--- src/rtl/xgmii_tx_scheduler.sv ---
// XGMII TX scheduler: MAC-to-encoder sequencing with a skid FIFO, gearbox pause slots,
// startup idle preamble and underflow-to-error conversion. Optional stats: XGMII_TX_SCHED_PAUSE_STATS_EN.
module xgmii_tx_scheduler #(
    parameter int unsigned DATA_WIDTH    = 32,
    parameter int unsigned CTRL_WIDTH    = DATA_WIDTH / 8,
    parameter int unsigned PAUSE_PERIOD  = 32,
    parameter int unsigned FIFO_DEPTH    = 4,
    parameter int unsigned STARTUP_IDLES = 16
) (
    input  logic                  i_clk,
    input  logic                  i_reset_n,
    input  logic                  i_link_ready,
    input  logic [DATA_WIDTH-1:0] i_mac_txd,
    input  logic [CTRL_WIDTH-1:0] i_mac_txc,
    input  logic                  i_mac_valid,
    output logic                  o_mac_pause,
    output logic [DATA_WIDTH-1:0] o_enc_txd,
    output logic [CTRL_WIDTH-1:0] o_enc_txc,
    output logic                  o_enc_valid,
    output logic                  o_gb_pause,
    output logic                  o_overflow,
`ifdef XGMII_TX_SCHED_PAUSE_STATS_EN
    output logic                  o_underflow,
    output logic [15:0]           o_pause_cnt,
    output logic [15:0]           o_drop_cnt
`else
    output logic                  o_underflow
`endif
);

    localparam int unsigned AW  = $clog2(FIFO_DEPTH);
    localparam int unsigned PCW = ($clog2(PAUSE_PERIOD + 1) > 6) ? $clog2(PAUSE_PERIOD + 1) : 6;
    localparam int unsigned ICW = $clog2(STARTUP_IDLES + 1);
    localparam int unsigned WW  = DATA_WIDTH + CTRL_WIDTH;
    localparam logic [DATA_WIDTH-1:0] IDLE_D = {CTRL_WIDTH{8'h07}};
    localparam logic [DATA_WIDTH-1:0] ERR_D  = {CTRL_WIDTH{8'hFE}};

    typedef enum logic {
        ST_STARTUP = 1'b0,
        ST_RUN     = 1'b1
    } state_t;

    state_t                r_state, w_state_nxt;
    logic [PCW-1:0]        r_pcnt, w_pcnt_nxt;
    logic                  w_pause_edge;
    logic                  r_parity;
    logic                  r_in_frame, w_in_frame_nxt;
    logic [ICW-1:0]        r_idle_cnt, w_idle_nxt;
    logic [WW-1:0]         r_mem [FIFO_DEPTH];
    logic [AW-1:0]         r_rd_ptr, r_wr_ptr;
    logic [AW:0]           r_count, w_count_nxt;
    logic [WW-1:0]         w_head;
    logic                  w_empty, w_full;
    logic                  w_emit, w_pop, w_push_req, w_push, w_drop, w_flush, w_unf_set;
    logic                  w_fd, w_sof;
    logic [DATA_WIDTH-1:0] w_txd;
    logic [CTRL_WIDTH-1:0] w_txc;
    logic                  w_mac_pause_nxt;

    always_comb begin
        w_pcnt_nxt   = (r_pcnt == PCW'(PAUSE_PERIOD)) ? '0 : r_pcnt + PCW'(1);
        w_pause_edge = (w_pcnt_nxt == PCW'(PAUSE_PERIOD));
        w_head       = r_mem[r_rd_ptr];
        w_empty      = (r_count == '0);
        w_full       = (r_count == (AW+1)'(FIFO_DEPTH));

        w_fd = 1'b0;
        for (int unsigned i = 0; i < CTRL_WIDTH; i++) begin
            if (w_head[DATA_WIDTH+i] && (w_head[8*i +: 8] == 8'hFD)) begin
                w_fd = 1'b1;
            end
        end
        w_sof = w_head[DATA_WIDTH] && (w_head[7:0] == 8'hFB);

        w_state_nxt    = r_state;
        w_in_frame_nxt = r_in_frame;
        w_idle_nxt     = r_idle_cnt;
        w_emit         = 1'b0;
        w_pop          = 1'b0;
        w_push_req     = 1'b0;
        w_flush        = 1'b0;
        w_unf_set      = 1'b0;
        w_txd          = IDLE_D;
        w_txc          = '1;

        case (r_state)
            ST_STARTUP: begin
                w_flush = 1'b1;
                if (!w_pause_edge) begin
                    w_emit = 1'b1;
                    if (r_idle_cnt < ICW'(STARTUP_IDLES)) begin
                        w_idle_nxt = r_idle_cnt + ICW'(1);
                    end
                end
                if ((r_idle_cnt >= ICW'(STARTUP_IDLES)) && i_link_ready && !r_parity) begin
                    w_state_nxt = ST_RUN;
                end
            end
            ST_RUN: begin
                // Link loss waits out a pause slot only when a block half is still owed.
                if (!i_link_ready && (!r_parity || !w_pause_edge)) begin
                    w_state_nxt    = ST_STARTUP;
                    w_flush        = 1'b1;
                    w_in_frame_nxt = 1'b0;
                    w_idle_nxt     = '0;
                    if (r_parity) begin
                        w_emit = 1'b1;
                        if (!w_empty) begin
                            w_pop = 1'b1;
                            w_txd = w_head[DATA_WIDTH-1:0];
                            w_txc = w_head[WW-1:DATA_WIDTH];
                        end
                    end
                end else begin
                    w_push_req = i_mac_valid;
                    if (!w_pause_edge) begin
                        w_emit = 1'b1;
                        if (!w_empty) begin
                            w_pop = 1'b1;
                            w_txd = w_head[DATA_WIDTH-1:0];
                            w_txc = w_head[WW-1:DATA_WIDTH];
                            if (w_fd) begin
                                w_in_frame_nxt = 1'b0;
                            end else if (w_sof) begin
                                w_in_frame_nxt = 1'b1;
                            end
                        end else if (r_in_frame) begin
                            w_txd     = ERR_D;
                            w_unf_set = 1'b1;
                        end
                    end
                end
            end
            default: w_state_nxt = ST_STARTUP;
        endcase

        w_drop = w_push_req && w_full && !w_pop;
        w_push = w_push_req && !w_drop;
        if (w_flush) begin
            w_count_nxt = '0;
        end else begin
            w_count_nxt = r_count + (AW+1)'(w_push) - (AW+1)'(w_pop);
        end
        w_mac_pause_nxt = (w_state_nxt != ST_RUN) || (w_count_nxt >= (AW+1)'(FIFO_DEPTH - 2));
    end

    always_ff @(posedge i_clk) begin
        if (!i_reset_n) begin
            r_state     <= ST_STARTUP;
            r_pcnt      <= '0;
            r_parity    <= 1'b0;
            r_in_frame  <= 1'b0;
            r_idle_cnt  <= '0;
            r_rd_ptr    <= '0;
            r_wr_ptr    <= '0;
            r_count     <= '0;
            o_enc_valid <= 1'b0;
            o_enc_txd   <= IDLE_D;
            o_enc_txc   <= '1;
            o_mac_pause <= 1'b1;
            o_gb_pause  <= 1'b0;
            o_overflow  <= 1'b0;
            o_underflow <= 1'b0;
        end else begin
            r_state     <= w_state_nxt;
            r_pcnt      <= w_pcnt_nxt;
            r_parity    <= r_parity ^ w_emit;
            r_in_frame  <= w_in_frame_nxt;
            r_idle_cnt  <= w_idle_nxt;
            r_count     <= w_count_nxt;
            if (w_flush) begin
                r_rd_ptr <= '0;
                r_wr_ptr <= '0;
            end else begin
                if (w_pop) begin
                    r_rd_ptr <= r_rd_ptr + AW'(1);
                end
                if (w_push) begin
                    r_wr_ptr <= r_wr_ptr + AW'(1);
                end
            end
            o_enc_valid <= w_emit;
            o_enc_txd   <= w_txd;
            o_enc_txc   <= w_txc;
            o_mac_pause <= w_mac_pause_nxt;
            o_gb_pause  <= w_pause_edge;
            o_overflow  <= o_overflow | w_drop;
            o_underflow <= o_underflow | w_unf_set;
        end
    end

    always_ff @(posedge i_clk) begin
        if (w_push) begin
            r_mem[r_wr_ptr] <= {i_mac_txc, i_mac_txd};
        end
    end

`ifdef XGMII_TX_SCHED_PAUSE_STATS_EN
    always_ff @(posedge i_clk) begin
        if (!i_reset_n) begin
            o_pause_cnt <= '0;
            o_drop_cnt  <= '0;
        end else begin
            if (w_pause_edge && (o_pause_cnt != '1)) begin
                o_pause_cnt <= o_pause_cnt + 16'd1;
            end
            if (w_drop && (o_drop_cnt != '1)) begin
                o_drop_cnt <= o_drop_cnt + 16'd1;
            end
        end
    end
`endif

endmodule

--- config.mk ---
export PLATFORM = sky130hd
export DESIGN_NAME = xgmii_tx_scheduler
export DESIGN_NICKNAME = d
export VERILOG_FILES = /design/src/rtl/xgmii_tx_scheduler.sv
export SDC_FILE = /design/constraint.sdc
export NUM_CORES = 1
export LEC_CHECK = 0
export CORE_MARGIN = 4
export CORE_UTILIZATION = 50
export DETAILED_ROUTE_END_ITERATION = 7
export GPL_TIMING_DRIVEN = 0
export PLACE_DENSITY_LB_ADDON = 0.05
export RECOVER_POWER = 25
export SLEW_MARGIN = 5
export SYNTH_ARGS = -nofsm -noshare
export SYNTH_HDL_FRONTEND = slang
export SYNTH_SLANG_ARGS = --single-unit
--- constraint.sdc ---
create_clock -name i_clk -period 3.7 [get_ports i_clk]
set_clock_uncertainty 0.1 [all_clocks]
set_input_delay 0.74 -clock i_clk [delete_from_list [all_inputs] [get_ports i_clk]]
set_output_delay 0.74 -clock i_clk [all_outputs]
set_load 0.005 [all_outputs]
==> results of run 1 <==
[cells in the final DEF (no fill, tap or decap), types with 4 or more instances in the layout]
master / instances
clkbuf_16: 22
xnor2_1: 6
dfxtp_1: 62
clkinv_2: 4
inv_1: 15
a21o_1: 21
clkdlybuf4s50_1: 54
nand4_1: 4
nor2_1: 20
buf_2: 9
xor2_1: 5
buf_12: 4
and2_1: 4
nand2_1: 15
nand3_1: 8
clkbuf_1: 18
ha_1: 7
edfxtp_1: 144
nor3_1: 5
and2_2: 4
nand2b_1: 13
buf_4: 7
dlygate4sd3_1: 26
a21oi_1: 8
mux4_2: 36
[cell usage after synthesis (9+ instances only)]
| master | number | area, um2 |
|---|---|---|
| edfxtp_1 | 144 | 4320 |
| dfxtp_1 | 64 | 1280 |
| mux4_2 | 36 | 811 |
| a21o_1 | 21 | 158 |
| nor2_1 | 20 | 75.1 |
| inv_1 | 15 | 56.3 |
| nand2_1 | 15 | 56.3 |
| nand2b_1 | 14 | 87.6 |
| clkbuf_1 | 10 | 37.5 |
| buf_2 | 9 | 45.0 |
[area by class of cell]
type / count / area [um2] / share of cell area, %
inverter: 15 / 56.3 / 0.594
clock inverter: 10 / 63.8 / 0.673
clock buffer: 30 / 581 / 6.12
timing repair buffer: 91 / 933 / 9.84
sequential: 208 / 5610 / 59.1
buffer: 20 / 93.8 / 0.989
multi-input combinational: 194 / 1920 / 20.2
tap: 184 / 230 / 2.43
[repair_timing]
item	CTS	global route
setup buffers	1	6
endpoints found under the setup margin	2	1
pin swaps	2	2
resized for setup	2	9
hold buffers	0	0
[cell families (layout without fill, tap and decap cells)]
| family | count (synthesis) | after routing | share of synthesized area (%) |
|---|---|---|---|
| AND/OR/NAND/NOR | 87 | 87 | 6.14 |
| XOR/XNOR | 11 | 11 | 1.26 |
| buffers and inverters | 35 | 166 | 1.92 |
| multiplexers | 38 | 38 | 10.9 |
| flip-flops | 208 | 208 | 73.6 |
| AO/OA/AOI/OAI | 49 | 49 | 4.60 |
| adder cells (fa/ha/maj) | 9 | 9 | 1.58 |
[state kept, by name, summed over array words and instances (netlist names), named ones only]
| name | cells |
|---|---|
| o_gb_pause | 1 |
| r_parity | 1 |
| r_idle_cnt | 5 |
| r_rd_ptr | 2 |
| r_state | 1 |
| o_enc_txc | 4 |
| r_count | 3 |
| r_pcnt | 6 |
| r_mem | 144 |
| o_mac_pause | 1 |
| o_enc_txd | 32 |
| o_overflow | 1 |
| r_in_frame | 1 |
| o_underflow | 1 |
| r_wr_ptr | 2 |
| o_enc_valid | 1 |
[power by group through the flow]
stage / combinational [mW] / clock [mW] / sequential, mW
after floorplan: 0.0228 / 0 / 2.55
after global placement: 0.0839 / 0 / 2.55
after detailed placement: 0.0886 / 0 / 2.55
after CTS: 0.0901 / 1.99 / 2.50
after global routing: 0.0944 / 2.10 / 2.50
final: 0.0855 / 1.95 / 2.50
[metrics by stage]
step	hold WS [ps]	worst slack, ps	TNS [ps]	power [mW]	cells
CTS	370	95.1	0	4.57	746
floorplan	330	186	0	2.57	437
global route	384	-15.3	-15.3	4.70	752
detailed placement	356	-263	-372	2.63	705
global placement	348	-911	-129030	2.63	701
finish	366	202	0	4.53	752
[per-layer routing]
layer / vias to the layer above / GRT usage, %
met4: 2 / 4.14
met3: 26 / 3.82
met1: 2069 / 22.8
met5: - / 0
met2: 95 / 30.1
li1: 1904 / -
[worst reg2reg max path: stages (launching register included)]
cell and delay, ps:
dfxtp_2 350, ha_4 180, and4b_1 190, a2111o_1 430, a2111oi_4 350, buf_6 180
a21oi_2 70, nor3b_4 220, a21o_1 140, ha_1 130, inv_1 40, fa_1 370
xor2_1 160, xnor2_1 230, nand2_1 90, nand3_1 90, nand2_1 60
[how the worst max path moves through the flow]
stage / startpoint / endpoint / slack [ps] / depth (start not counted)
finish: r_pcnt[1] / o_mac_pause / 200 / 16
global route: r_pcnt[1] / o_mac_pause / -20 / 16
CTS: r_pcnt[0] / o_mac_pause / 100 / 17
detailed placement: r_pcnt[1] / o_mac_pause / -260 / 16
global placement: r_pcnt[0] / r_mem[1][26] / -910 / 8
floorplan: r_pcnt[0] / r_mem[1][0] / 190 / 8
==> impl_metrics.csv, run 1 <==
group,metric,value,unit
routing,vias,4096,
routing,first_iter_violations,280,
routing,highest_layer,"met5",
global_routing,grt_pass1_wl,23.7,mm
final_layout,area_growth_syn_to_layout,24.5,%
worst_setup_path,cpPeakStageDelay,430,ps
worst_setup_path,reg2reg_slack,200,ps
routing,wl_met3,709,um
power_and_ir_drop,power_frac_clock,43.0,%
yosys,ys_seq_area_share,73.6,%
timing,fin_crit,3500,ps
routing,drc_errors,0,
cts,clockBufferDepth,3,
floorplanning,coreArea,14800,um2
worst_setup_path,cp_max_fo,8,
floorplanning,die_area,17300,um2
routing,met1_length,6.19,mm
power_and_ir_drop,leakage,3.32,nW
worst_setup_path,path_common_cell,"nand2_1",
placed_design,dp_hpwl,9.82,mm
flow_run,drv_cap,0,
yosys,ys_seq_elements,208,
routing,drt_first_pass_iters,4,
power_and_ir_drop,combPwrFrac,1.9,%
worst_setup_path,crit_slowest_cell,"a2111o_1",
yosys,ys.flop_type,"edfxtp_1",
power_and_ir_drop,ir_drop,0.000383,V
yosys,yosys_warnings,0,
power_and_ir_drop,switchingPower,0.886,mW
worst_setup_path,startpoint_type,"flip-flop",
final_layout,antennaDiodeCount,0,
cts,worstSkewPairLatency,500,ps
timing,fin_crit_sh,94.5,%
routing,vias_per_cell,5.45,
yosys,synth_edf_count,144,
timing,finalHoldViolations,0,
worst_setup_path,reg2regPathDepth,16,
timing,final_max_slew_viol_count,0,
timing,setup_viol,0,
yosys,ys_async_sr_fraction,0,%
min_path,holdPathStages,1,
power_and_ir_drop,seqPwrFrac,55.2,%
global_routing,overflow,0,
final_layout,fillers,1059,
min_path,min_from,"r_pcnt[0]",
cts,clock_sinks,208,
yosys,yosys.cell_types.count,41,
floorplanning,rows,44,
routing,route.met2.wl,7.62,mm
routing,postRouteAntennaNets,0,
timing,max_slew.worst_pin.slew,766,ps
cts,htree_levels,1,
worst_setup_path,path_class,"reg -> reg",
power_and_ir_drop,swShare,19.6,%
power_and_ir_drop,power.density,478,nW/um2
cts,clk_pin_slew,60,ps
floorplanning,die_x,131,um
timing,slew_headroom,48.6,%
global_routing,grt_max_degree,31,
routing,wl_per_cell,19.7,um
worst_setup_path,cp-end-kind,"flip-flop",
final_layout,fin_nets,601,
min_path,hold_path_end,"r_pcnt[0]",
final_layout,drive_gt1_share,17.8,%
run_status,status,"finished clean",
min_path,hold_class,"reg -> reg",
routing,finalWirelength,14.8,mm
worst_setup_path,worstPathRequired,3980,ps
cts,cts_buffers,22,
yosys,synthCells,437,
yosys,synth_nets,486,
final_layout,post-route-cell-area,9490,um2
floorplanning,die_y,131,um
worst_setup_path,r2r-start,"r_pcnt[1]",
global_routing,grt_pass1_vias,4331,
final_layout,final_util,64.3,%
worst_setup_path,cp_num_buf_inv,2,
timing,max_freq,0.286,GHz
worst_setup_path,arrival,3780,ps
placed_design,port_buffers,80,
cts,cts_tree,"yes",
placed_design,placed_cell_area,8730,um2
global_routing,track_usage,17.4,%
yosys,synthesis.area,7620,um2
floorplanning,initial_utilization,51.6,%
global_routing,antenna_found_initial,1,
power_and_ir_drop,p_int,3.64,mW
worst_setup_path,rr_endpoint,"o_mac_pause",
worst_setup_path,cp_cell_sequence,"ha_4 -> and4b_1 -> a2111o_1 -> a2111oi_4 -> buf_6 -> a21oi_2 -> nor3b_4 -> a21o_1 -> ha_1 -> inv_1 -> fa_1 -> xor2_1 -> xnor2_1 -> nand2_1 -> nand3_1 -> nand2_1",
worst_setup_path,crit_family,"compound AO/OA/AOI/OAI gates",
floorplanning,io_pins,81,
yosys,syn_area_per_cell,17.4,um2
cts,cts-root-buf,"clkbuf_16",
placed_design,gp_congestion,0.774,
(Power assumes the default switching activity.)
==> run 2, diff against run 1 <==
- SKIP_LAST_GASP: not set -> 1
==> results of run 2 <==
No change in the layout: final DEF, timing and power equal those of run 1.
